--- src/rtl/fetch_seq_ctrl.sv ---
// Multi-cycle instruction sequencer: owns the imem fetch handshake, hands the
// instruction to the EXU, then emits a one-cycle PC update with its source select.
module fetch_seq_ctrl #(
  parameter int unsigned      WIDTH    = 32,
  parameter int unsigned      TIMEOUT  = 255,
  parameter logic [WIDTH-1:0] RESET_PC = 32'h8000_0000
) (
  input  logic             clk,
  input  logic             rst,
  input  logic [WIDTH-1:0] pc,
  output logic             imem_req_valid,
  input  logic             imem_req_ready,
  output logic [WIDTH-1:0] imem_req_addr,
  input  logic             imem_resp_valid,
  output logic             imem_resp_ready,
  input  logic [31:0]      imem_resp_data,
  input  logic             imem_resp_err,
  output logic             inst_valid,
  input  logic             inst_ready,
  output logic [31:0]      inst,
  output logic [WIDTH-1:0] inst_pc,
  input  logic             exu_done,
  input  logic             exu_trap,
  input  logic             exu_mret,
  output logic             pc_update,
  output logic [1:0]       pc_sel,
  output logic             fetch_fault,
  output logic [31:0]      retired
);

  localparam int unsigned   TW         = $clog2(TIMEOUT + 1);
  localparam logic [TW-1:0] TIMER_LAST = TW'(TIMEOUT - 1);
  localparam logic [1:0]    SEL_ADDER  = 2'b00;
  localparam logic [1:0]    SEL_MTVEC  = 2'b01;
  localparam logic [1:0]    SEL_MEPC   = 2'b11;

  typedef enum logic [2:0] {BOOT, REQ, WAIT_RESP, ISSUE, EXEC, UPDATE} state_t;

  state_t           state_reg, state_next;
  logic [TW-1:0]    timer_reg, timer_next;
  logic [31:0]      inst_reg, inst_next;
  logic [WIDTH-1:0] inst_pc_reg, inst_pc_next;
  logic [1:0]       pc_sel_reg, pc_sel_next;
  logic             fault_reg, fault_next;
  logic [31:0]      retired_reg, retired_next;

  always_ff @(posedge clk or negedge rst) begin
    if (!rst) begin
      state_reg   <= BOOT;
      timer_reg   <= '0;
      inst_reg    <= 32'h0;
      inst_pc_reg <= RESET_PC;
      pc_sel_reg  <= SEL_ADDER;
      fault_reg   <= 1'b0;
      retired_reg <= 32'h0;
    end else begin
      state_reg   <= state_next;
      timer_reg   <= timer_next;
      inst_reg    <= inst_next;
      inst_pc_reg <= inst_pc_next;
      pc_sel_reg  <= pc_sel_next;
      fault_reg   <= fault_next;
      retired_reg <= retired_next;
    end
  end

  always_comb begin
    state_next      = state_reg;
    timer_next      = timer_reg;
    inst_next       = inst_reg;
    inst_pc_next    = inst_pc_reg;
    pc_sel_next     = pc_sel_reg;
    fault_next      = fault_reg;
    retired_next    = retired_reg;
    imem_req_valid  = 1'b0;
    imem_resp_ready = 1'b0;
    inst_valid      = 1'b0;
    pc_update       = 1'b0;
    fetch_fault     = 1'b0;
    case (state_reg)
      BOOT: state_next = REQ;
      REQ: begin
        imem_req_valid = 1'b1;
        if (imem_req_ready) begin
          timer_next = '0;
          state_next = WAIT_RESP;
        end
      end
      WAIT_RESP: begin
        imem_resp_ready = 1'b1;
        timer_next      = timer_reg + TW'(1);
        // A response in the final timer cycle still beats the timeout.
        if (imem_resp_valid && !imem_resp_err) begin
          inst_next    = imem_resp_data;
          inst_pc_next = pc;
          state_next   = ISSUE;
        end else if (imem_resp_valid || timer_reg == TIMER_LAST) begin
          pc_sel_next = SEL_MTVEC;
          fault_next  = 1'b1;
          state_next  = UPDATE;
        end
      end
      ISSUE: begin
        inst_valid = 1'b1;
        if (inst_ready) state_next = EXEC;
      end
      EXEC: begin
        if (exu_done) begin
          pc_sel_next = exu_trap ? SEL_MTVEC : (exu_mret ? SEL_MEPC : SEL_ADDER);
          state_next  = UPDATE;
        end
      end
      UPDATE: begin
        pc_update   = 1'b1;
        fetch_fault = fault_reg;
        fault_next  = 1'b0;
        if (!fault_reg) retired_next = retired_reg + 32'd1;
        state_next  = REQ;
      end
      default: state_next = BOOT;
    endcase
  end

  assign imem_req_addr = pc;
  assign inst          = inst_reg;
  assign inst_pc       = inst_pc_reg;
  assign pc_sel        = pc_sel_reg;
  assign retired       = retired_reg;

endmodule

--- config.mk ---
export PLATFORM = sky130hd
export DESIGN_NAME = fetch_seq_ctrl
export DESIGN_NICKNAME = d
export VERILOG_FILES = /design/src/rtl/fetch_seq_ctrl.sv
export SDC_FILE = /design/constraint.sdc
export NUM_CORES = 1
export LEC_CHECK = 0
export ABC_CLOCK_PERIOD_IN_PS = 4990
export CELL_PAD_IN_SITES_DETAIL_PLACEMENT = 0
export CELL_PAD_IN_SITES_GLOBAL_PLACEMENT = 1
export CORE_UTILIZATION = 40
export CTS_CLUSTER_DIAMETER = 150
export DETAILED_ROUTE_END_ITERATION = 8
export DONT_BUFFER_PORTS = 1
export PLACE_DENSITY = 0.65
export SETUP_SLACK_MARGIN = 0.5
export SLEW_MARGIN = 20
export SYNTH_ARGS = -nofsm -noshare
export SYNTH_HDL_FRONTEND = slang
export SYNTH_SLANG_ARGS = --single-unit
--- constraint.sdc ---
create_clock -name clk -period 4.99 [get_ports clk]
set_input_delay 0.2495 -clock clk [delete_from_list [all_inputs] [get_ports clk]]
set_output_delay 0.2495 -clock clk [all_outputs]
set_load 0.05 [all_outputs]
==> key figures <==
Outcome
  – Status: finished clean

Timing
  – Max-slew headroom: 32.5%
  – Max Clock Skew: 3.34 ps
  – Endpoints failing setup: 0
  – Hold Slack: 28.2 ps
  – Worst-Margin Slew: 1010 ps
  – Final Max Slew Viols: 0
  – Fin. Hold Viols: 0
  – FMAX: 0.359 GHz
  – Final period util: between 50% and 60%
  – Setup_tns: 0 ps
  – Final Critical Period: 2780 ps
  – RSZ-0062 raised after global routing: no

Worst setup path
  – Worst Path Required: between 5000 and 6000 ps
  – Reg2Reg Setup Slack: 2210 ps
  – Crit path DAT: 3020 ps
  – CP Capture Type: flop
  – Worst setup SP type: flop
  – WS Path Type: reg -> reg
  – Worst r2r src: state_reg[1]
  – Slowest cell on the critical path: buf_4
  – Critical Path Start: state_reg[1]
  – Crit-path max cell delay: 790 ps
  – Max Fanout on Critical Path: 63
  – CP Cell Sequence: or3b_1, nor3b_4, buf_4, mux2_2

Clock network
  – Worst-path clk slew: about 70 ps
  – CTS sink cnt: 110
  – Inserted Clock Buffers: 9
  – CTS tree: yes
  – Max clock buf depth: 2
  – PostCTS Resize Cnt: 0
  – Clock latency on the worst-skew pair: 350 ps
  – Htree depth: 3
  – CTS root buffer: clkbuf_16

Layout
  – Fillers: between 1,000 and 1,500
  – Antenna cells: 0
  – Nets: 439
  – Layout cells sized above 1: 21.2%
  – Design Area, Final: 0.00528 sq mm
  – Final Util: 43.0%
  – P&R area growth vs syn: 3.03%

GRT
  – First-pass GRT wire length: roughly 16 mm
  – Gr usage total: 15.7%
  – Initial antenna violation count: 1
  – Total congestion overflow: 0
  – Vias in the first global route: 2,784
  – Largest net degree at the start of global routing: approximately 110

Pwr
  – Pwr Density: 710 mW/mm^2
  – Max VDD drop: roughly 0.32 mV
  – Total power: 0.00375 W
  – Leakage: 2.40 nW

Yosys
  – Yosys reg bits: 110
  – Cells after synthesis: 394
  – EDFF count, synth: 0
  – Top post-synthesis cells by area: dfrtp_1, mux2_4, buf_4, xor2_1, mux2_2
  – Top cells by count, synth: dfrtp_1, mux2_4, buf_4, xor2_1, nand2_1
  – Synth Cell Area: 0.00512 sq mm
  – Avg Synthesized Cell Area: 13.0 sq um
  – Yosys warning total: 0
  – Sequential-to-total area share from yosys stat: between 50% and 60%
  – Library cells used by synthesis: 49
  – Primary FF master, synth: dfrtp_1
  – FFs w/ async S/R, synth: 100%
  – Synth top area share: around 53%
  – Top cell type by total area after synthesis: dfrtp_1
  – Syn Nets: 470
  – Most common cell in the synthesized netlist: dfrtp_1

Detailed routing
  – Iter 0 DRT Violations: 166
  – First drt pass iteration count: 4
  – Post-DRT Antenna Nets: 0
  – Routed length per instance: 19.1 microns
  – Via count: ~2,900
  – DRC: 0
  – Vias per Instance: 5.36
  – Final wirelength: roughly 10 mm

Floorplanning
  – Initial Util: 41.8%
  – Die H: 115 microns
  – IO Pins: ~210
  – Core footprint: 0.0123 sq mm
  – Die footprint: 0.0133 sq mm
  – DIE WIDTH: 115 microns
  – Core Rows: 40

Placement
  – HPWL after DPL: around 7.1 mm
  – Number of port buffers: 0
  – Post-DP Area: 0.00495 sq mm
  – Final Wtd Congestion: 0.722

Flow run
  – Max-Cap Viols: 0

Worst hold path
  – Hold Path Class: in -> reg
  – Hold Startpoint: pc[11]
[cell usage in the layout, fill, tap and decap left out, types with 2 or more instances in the layout]
cell / netlist / final
clkinv_4: 0 / 3
nand4_1: 13 / 13
dfrtp_1: 109 / 109
mux2_1: 9 / 9
and3_1: 5 / 5
and4_1: 4 / 4
nor4_1: 7 / 7
ha_1: 3 / 3
o211ai_1: 2 / 2
a31oi_1: 2 / 2
nor2_1: 13 / 13
inv_1: 7 / 7
clkbuf_16: 0 / 9
mux2_4: 40 / 40
nand2_1: 21 / 21
a21oi_1: 5 / 5
nand2b_1: 2 / 2
mux2_2: 16 / 16
o21ai_0: 10 / 10
and2_1: 3 / 3
nor3_1: 11 / 11
and3b_1: 2 / 2
xnor2_1: 9 / 9
nand3_1: 14 / 14
xor2_1: 22 / 22
inv_6: 0 / 2
[critical path: cells and delay by family, from the launching register on]
family / cells / cell delay (ps)
flip-flops: 1 / 530
multiplexers: 1 / 420
AND/OR/NAND/NOR: 2 / 850
buffers and inverters: 1 / 790
[per-stage QoR]
stage	std cells	setup WS [ps]
after floorplan	394	3090
after detailed placement	518	2230
after CTS	536	2220
final	536	2210
after global placement	518	2310
after global routing	536	2090
[layout make-up]
| class | count | area [sq um] | area share, % |
|---|---|---|---|
| inverters | 7 | 26.3 | 0.498 |
| clock buffers | 10 | 229 | 4.34 |
| multi-input cells | 232 | 1960 | 37.1 |
| flip-flops and latches | 110 | 2750 | 52.2 |
| well taps | 168 | 210 | 3.98 |
| repair buffers | 3 | 45.0 | 0.854 |
| clock inverters | 6 | 55.1 | 1.04 |
[per-layer routing]
metal  vias to the layer above  wire length [microns]  track usage [%]
li1                       1290                      -                -
met4                         2                    168             6.32
met2                       149                   4850             24.6
met5                         -                     13                0
met3                        15                    936             6.69
met1                      1415                   4270             19.2
[cell families after synthesis]
| logic type | after synthesis | share of synthesized area [%] |
|---|---|---|
| DFF | 110 | 53.8 |
| and+or+nand+nor | 104 | 11.3 |
| muxes | 66 | 17.4 |
| buffers and inverters | 52 | 8.02 |
| xor gates and xnor gates | 31 | 5.30 |
| AOI/OAI and AO/OA | 28 | 3.47 |
| adders and majority gates | 3 | 0.733 |
[power breakdown]
group	internal, W	total, W	switching, W
clock	0.000349	0.000688	0.000339
sequential	0.00117	0.00240	0.00123
combinational	0.000372	0.000656	0.000284
total	0.00189	0.00375	0.00185
[path summary, 6_finish.rpt]
| path | end | cells after the start |
|---|---|---|
| setup / recovery | inst_pc[15] | 4 |
| hold / removal | inst_pc[11] | 1 |
| setup reg to reg | inst_pc[15] | 4 |
| hold reg to reg | timer_reg[6] | 1 |
| max in group asynchronous | retired[22] | 2 |
| min in group asynchronous | inst[3] | 2 |
[repair_timing]
action / in CTS / in global routing
setup buffers: 0 / 0
hold buffers: 2 / 0
endpoints found under the hold margin: 110 / 0
Note: power is estimated with default switching activity, not from simulation.
